--- src/rtl/regfile_pkg.sv ---
// Shared defaults and address-range helper for the 2R1W register bank.
package regfile_pkg;

  localparam int WIDTH_DEF = 8;
  localparam int DEPTH_DEF = 8;
  localparam int NUM_RD    = 2;

  // True when addr selects an implemented word.
  function automatic logic addr_in_range(input logic [31:0] addr, input int unsigned depth);
    return addr < depth;
  endfunction

endpackage

--- src/rtl/regfile_2r1w_if.sv ---
// Bus bundle for the 2R1W register bank: control, write port, two read ports, error flag.
interface regfile_2r1w_if
  import regfile_pkg::*;
#(
  parameter int WIDTH = WIDTH_DEF,
  parameter int DEPTH = DEPTH_DEF
) ();
  localparam int ADDR_W = $clog2(DEPTH);

  logic              en;
  logic              clr;
  logic              we;
  logic [ADDR_W-1:0] waddr;
  logic [WIDTH-1:0]  wdata;
  logic [ADDR_W-1:0] raddr_a;
  logic [WIDTH-1:0]  rdata_a;
  logic [ADDR_W-1:0] raddr_b;
  logic [WIDTH-1:0]  rdata_b;
  logic              err;

  modport master (
    output en, clr, we, waddr, wdata, raddr_a, raddr_b,
    input  rdata_a, rdata_b, err
  );

  modport slave (
    input  en, clr, we, waddr, wdata, raddr_a, raddr_b,
    output rdata_a, rdata_b, err
  );
endinterface

--- src/rtl/regfile_rdport.sv ---
// One read port: word select, out-of-range zeroing, write-first bypass, output register.
module regfile_rdport
  import regfile_pkg::*;
#(
  parameter int WIDTH    = WIDTH_DEF,
  parameter int DEPTH    = DEPTH_DEF,
  parameter int ZERO_REG = 0,
  localparam int ADDR_W  = $clog2(DEPTH)
) (
  input  logic                         clk,
  input  logic                         rst,
  input  logic                         clr,
  input  logic                         en,
  input  logic [DEPTH-1:0][WIDTH-1:0]  mem,
  input  logic [ADDR_W-1:0]            raddr,
  input  logic                         wr_ok,
  input  logic [ADDR_W-1:0]            waddr,
  input  logic [WIDTH-1:0]             wdata,
  output logic [WIDTH-1:0]             rdata
);

  logic [WIDTH-1:0] rd_nxt;

  // Select the addressed word; unmatched (out-of-range) and hard-zero addresses read 0.
  // wr_ok already excludes invalid and hard-zero targets, so the bypass needs only the address match.
  always_comb begin
    rd_nxt = '0;
    for (int i = 0; i < DEPTH; i++)
      if (raddr == ADDR_W'(i) && !(ZERO_REG != 0 && i == 0)) rd_nxt = mem[i];
    if (wr_ok && waddr == raddr) rd_nxt = wdata;
  end

  // Output register: cleared by rst/clr, otherwise updates only while enabled.
  always_ff @(posedge clk) begin
    if (rst || clr) rdata <= '0;
    else if (en)    rdata <= rd_nxt;
  end

endmodule

--- src/rtl/regfile_2r1w.sv ---
// DEPTH x WIDTH flop-based register bank with one write port and two registered read ports.
module regfile_2r1w
  import regfile_pkg::*;
#(
  parameter int WIDTH    = WIDTH_DEF,
  parameter int DEPTH    = DEPTH_DEF,
  parameter int ZERO_REG = 0
) (
  input logic           clk,
  input logic           rst,
  regfile_2r1w_if.slave bus
);
  localparam int ADDR_W = $clog2(DEPTH);

  logic [DEPTH-1:0][WIDTH-1:0]  mem;
  logic                         err_q;
  logic                         in_rng;
  logic                         wr_ok;
  logic                         wr_bad;
  logic [NUM_RD-1:0][ADDR_W-1:0] raddr;
  logic [NUM_RD-1:0][WIDTH-1:0]  rdata;

  assign in_rng = addr_in_range(32'(bus.waddr), DEPTH);
  // Word 0 is silently read-only under ZERO_REG; this is not an error.
  assign wr_ok  = bus.en && bus.we && in_rng && !(ZERO_REG != 0 && bus.waddr == '0);
  assign wr_bad = bus.en && bus.we && !in_rng;

  // Storage and sticky error: rst clears both, clr clears words only and drops the write.
  always_ff @(posedge clk) begin
    if (rst) begin
      mem   <= '0;
      err_q <= 1'b0;
    end else if (bus.clr) begin
      mem   <= '0;
    end else begin
      for (int i = 0; i < DEPTH; i++)
        if (wr_ok && bus.waddr == ADDR_W'(i)) mem[i] <= bus.wdata;
      if (wr_bad) err_q <= 1'b1;
    end
  end

  assign raddr       = {bus.raddr_b, bus.raddr_a};
  assign bus.rdata_a = rdata[0];
  assign bus.rdata_b = rdata[1];
  assign bus.err     = err_q;

  for (genvar p = 0; p < NUM_RD; p++) begin : g_rd
    regfile_rdport #(.WIDTH(WIDTH), .DEPTH(DEPTH), .ZERO_REG(ZERO_REG)) u_rd (
      .clk   (clk),
      .rst   (rst),
      .clr   (bus.clr),
      .en    (bus.en),
      .mem   (mem),
      .raddr (raddr[p]),
      .wr_ok (wr_ok),
      .waddr (bus.waddr),
      .wdata (bus.wdata),
      .rdata (rdata[p])
    );
  end

endmodule

--- src/flat_wrapper.sv ---
// flat-port wrapper written by rule: the top's interface ports become plain ports
module regfile_2r1w_flat import regfile_pkg::*;
#(
  parameter int WIDTH    = WIDTH_DEF,
  parameter int DEPTH    = DEPTH_DEF,
  parameter int ZERO_REG = 0
)
  (clk, rst, bus_en, bus_clr, bus_we, bus_waddr, bus_wdata, bus_raddr_a, bus_raddr_b, bus_rdata_a, bus_rdata_b, bus_err);
  regfile_2r1w_if #(.WIDTH(WIDTH), .DEPTH(DEPTH)) bus_i ();
  input logic clk;
  input logic rst;
  input wire logic [$bits(bus_i.en)-1:0] bus_en;
  input wire logic [$bits(bus_i.clr)-1:0] bus_clr;
  input wire logic [$bits(bus_i.we)-1:0] bus_we;
  input wire logic [$bits(bus_i.waddr)-1:0] bus_waddr;
  input wire logic [$bits(bus_i.wdata)-1:0] bus_wdata;
  input wire logic [$bits(bus_i.raddr_a)-1:0] bus_raddr_a;
  input wire logic [$bits(bus_i.raddr_b)-1:0] bus_raddr_b;
  output wire logic [$bits(bus_i.rdata_a)-1:0] bus_rdata_a;
  output wire logic [$bits(bus_i.rdata_b)-1:0] bus_rdata_b;
  output wire logic [$bits(bus_i.err)-1:0] bus_err;
  assign bus_i.en = bus_en;
  assign bus_i.clr = bus_clr;
  assign bus_i.we = bus_we;
  assign bus_i.waddr = bus_waddr;
  assign bus_i.wdata = bus_wdata;
  assign bus_i.raddr_a = bus_raddr_a;
  assign bus_i.raddr_b = bus_raddr_b;
  assign bus_rdata_a = bus_i.rdata_a;
  assign bus_rdata_b = bus_i.rdata_b;
  assign bus_err = bus_i.err;
  regfile_2r1w #(.WIDTH(WIDTH), .DEPTH(DEPTH), .ZERO_REG(ZERO_REG)) u_core (.clk(clk), .rst(rst), .bus(bus_i));
endmodule
--- config.mk ---
export PLATFORM = sky130hd
export DESIGN_NAME = regfile_2r1w_flat
export DESIGN_NICKNAME = d
export VERILOG_FILES = /design/src/rtl/regfile_pkg.sv /design/src/rtl/regfile_2r1w_if.sv /design/src/rtl/regfile_rdport.sv /design/src/rtl/regfile_2r1w.sv /design/src/flat_wrapper.sv
export SDC_FILE = /design/constraint.sdc
export NUM_CORES = 1
export LEC_CHECK = 0
export CAP_MARGIN = 20
export CORE_ASPECT_RATIO = 1.4
export CORE_MARGIN = 2
export CORE_UTILIZATION = 42
export CTS_CLUSTER_DIAMETER = 150
export DETAILED_ROUTE_END_ITERATION = 10
export MAX_ROUTING_LAYER = met4
export SYNTH_ARGS = -nofsm -noshare
export SYNTH_HDL_FRONTEND = slang
export SYNTH_SLANG_ARGS = --single-unit
--- constraint.sdc ---
create_clock -name clk -period 2.25 [get_ports clk]
set_input_delay 0.45 -clock clk [delete_from_list [all_inputs] [get_ports clk]]
set_output_delay 0.45 -clock clk [all_outputs]
set_load 0.03 [all_outputs]
==> flow_summary.yaml <==
run_status:
  status: "finished, final reports clean"
worst_hold_path:
  min_path_cells: 2
  hold_path.class: "register to register"
critical_path:
  cp_max_fo: 19
  cp_top_family: "buffers and inverters"
  cp_slowest_cell: "clkdlybuf4s50_1"
  rr_worst_depth: 5
  critPathLaunchType: "input pin"
  worst_ep_required_time_ns: 2.47
  cp_num_cells: 8
  worstSetupPathType: "input pin to register"
  cp.arrival_ns: 2.31
  cp_cell_sequence: "clkdlybuf4s50_1, buf_4, buf_12, mux2_2, o22ai_1, o21ai_0, a31oi_1, nor2_1"
  cp-end-kind: "register"
  cp_num_buf_inv: 3
  cpPeakStageDelay_ns: 0.56
synth:
  ys_ff_latch: 80
  async_flop_share: 0
  synth.largest_area_cell: "dfxtp_1"
  synthesis.area_um2: 4467
  ys.flop_type: "dfxtp_1"
  synth_area_leaders: "dfxtp_1 36%, mux2i_1 16%, nor2_1 7.6%, mux4_2 6.1%, a21oi_1 2.8%"
  synth-edff-count: 0
  synth_xor_area_frac: 0.01176
  synthMuxAreaShare: 0.2367
  yosys_warnings: 0
  synth.avg_cell_area_um2: 8.898
  syn_nets: 524
  synth_fa_ha_area_frac: 0
  synth-compound-area-share: 0.1546
  synth_top_family_by_area: "multiplexers"
  yosysUniqueCellTypes: 56
  synthSimpleGateAreaFrac: 0.1768
  yosysSeqAreaShare: 0.3585
  synth_top_area_frac: 0.3585
  netlist_instances: 502
power_and_ir_drop:
  p_seq_frac: 0.451
  swShare: 0.2474
  internal_power_mw: 2.395
  p_leak_nw: 2.073
  fin_total_pwr_mw: 3.183
  p_sw_uw: 787.3
  power.density_nw_per_um2: 574.7
  clkPwrFrac: 0.416
  power_frac_comb: 0.133
  peakVddDrop_v: 0.0003423
finish:
  syn_to_final_growth_pct: 23.98
  ff_latch_area_um2: 1602
  num-fill-cells: 1040
  layout_commonest_cell: "nor2_1"
  multi_input_area_um2: 2594
  drive_above_1_share: 0.1901
  layout.nets: 588
  mostFrequentLayoutCells: "91 x nor2_1, 80 x dfxtp_1, 73 x mux2i_1"
  diodes: 0
  final_util: 0.5351
timing:
  fin_worst_skew_ns: 0.004846
  tns_ns: 0
  setup_viol: 0
  fin_crit_ns: 2.092
  finalCritPeriodShare: 0.9296
  drv_slew: 0
  rsz0062_at_grt: "no"
  fmax_mhz: 478.1
  worstMarginPinSlew_ns: 0.7120
  hold_violations: 0
  worst_slew_margin_rel: 0.5253
  hold_ws_ns: 0.4669
  setup_ws_ns: 0.1585
cts:
  cts_resized: 0
  cts-root-buf: "clkbuf_16"
  cts_setup_buffers: 0
  cts_hold_buf: 0
  cts_buffers: 9
  cts.htree.levels: 3
  clk_transition_reported_paths_ns: 0.06
  clock_path_buffers: 2
  cts_tree: "done"
  cts_sinks: 80
  insertion_delay_ns: 0.33
floorplan:
  dieArea_um2: 11490
  start_util: 0.4316
  dieHeight_um: 126.0
  floorplan.die.width_um: 91.16
  pin_count: 39
  fp-row-count: 44
  core_area_um2: 10350
route:
  ant_nets: 0
  routed_via_density: 5.671
  drc: 0
  vias: 4004
  routedWlPerCell_um: 19.39
  drt_wl_total_mm: 13.69
  drt_iter0_drc: 291
  dr.pass1.iters: 5
placed_design:
  dp_hpwl_mm: 9.983
  place_ws_ns: -0.1309
  port_buffers: 37
  place_congestion: 0.9165
global_routing:
  grt_start_max_net_pins: 68
  grt_pass1_wl_mm: 22.00
  grt_overflow: 0
  antenna_found_initial: 0
  grt_pass1_vias: 3918
  grt_util_all_layers: 0.2542
run:
  maxCapViolCount: 0
## metrics by stage
stage	cells	cell area [µm²]
final	706	5538
after global routing	706	5538
after CTS	706	5538
after detailed placement	693	5276
after global placement	693	5276
after floorplan	502	4467
## per-layer routing
metal	vias to the layer above	routed length (µm)	track usage
met4	0	456	0.1052
li1	1911	-	-
met2	138	6361	0.3861
met5	-	0	-
met3	26	707	0.03648
met1	1929	6165	0.3407
## sequential cells by signal (all words and copies together) (netlist names)
register                count
u_core.mem                 64
u_core.g_rd.u_rd.rdata     16
## kinds of logic after synthesis
kind of cell / count (synthesis)
AO/OA/AOI/OAI: 102
XOR/XNOR: 6
buffers and inverters: 54
flip-flops: 80
multiplexers: 90
other: 1
AND/OR/NAND/NOR: 169
## cells in the mapped netlist (2+ instances only)
library cell / n
nor2_1: 91
dfxtp_1: 80
mux2i_1: 73
nand2_1: 27
a21oi_1: 25
o21ai_0: 24
buf_2: 15
nand2b_1: 14
mux4_2: 12
clkbuf_1: 11
buf_1: 9
inv_1: 9
o31ai_1: 8
a31oi_1: 6
nand3_1: 6
nor3_1: 6
xor2_1: 6
buf_6: 5
mux2_2: 5
nor2_2: 5
o211ai_1: 4
o22ai_1: 4
a21o_1: 3
a221oi_1: 3
a32oi_1: 3
buf_4: 3
nor2b_1: 3
o221ai_1: 3
o2bb2ai_1: 3
a211oi_2: 2
a221o_1: 2
a32o_1: 2
and3_1: 2
nor3_4: 2
nor4_1: 2
o2111ai_2: 2
or3_1: 2
or4_4: 2
## tightest hold or removal path, cell delays in order (launching register included)
cell     delay, ns
dfxtp_1       0.31
nand2_1       0.06
a21oi_1       0.05
## path summary, 6_finish.rpt
path	slack [ns]	startpoint	endpoint
setup / recovery	0.16	bus_raddr_a[2]	u_core.g_rd[0].u_rd.rdata[7]
hold / removal	0.47	u_core.g_rd[0].u_rd.rdata[5]	u_core.g_rd[0].u_rd.rdata[5]
setup reg to reg	0.83	u_core.mem[55]	u_core.g_rd[0].u_rd.rdata[7]
hold reg to reg	0.47	u_core.g_rd[0].u_rd.rdata[5]	u_core.g_rd[0].u_rd.rdata[5]
## power by group through the flow
stage                     clock network [mW]  logic, mW  registers [mW]
after floorplan                            0      0.236            1.47
after global placement                     0      0.417            1.47
after detailed placement                   0      0.420            1.47
after CTS                               1.34      0.423            1.44
after global routing                    1.41      0.455            1.44
final                                   1.32      0.424            1.44
## final cells by class
cell class / count / area share
Tap cell: 138 / 0.03118
Sequential cell: 80 / 0.2892
Clock buffer: 12 / 0.04632
Timing Repair Buffer: 97 / 0.1573
Inverter: 10 / 0.006778
Clock inverter: 1 / 0.0009038
Multi-Input combinational cell: 368 / 0.4684
(Power assumes the default switching activity.)
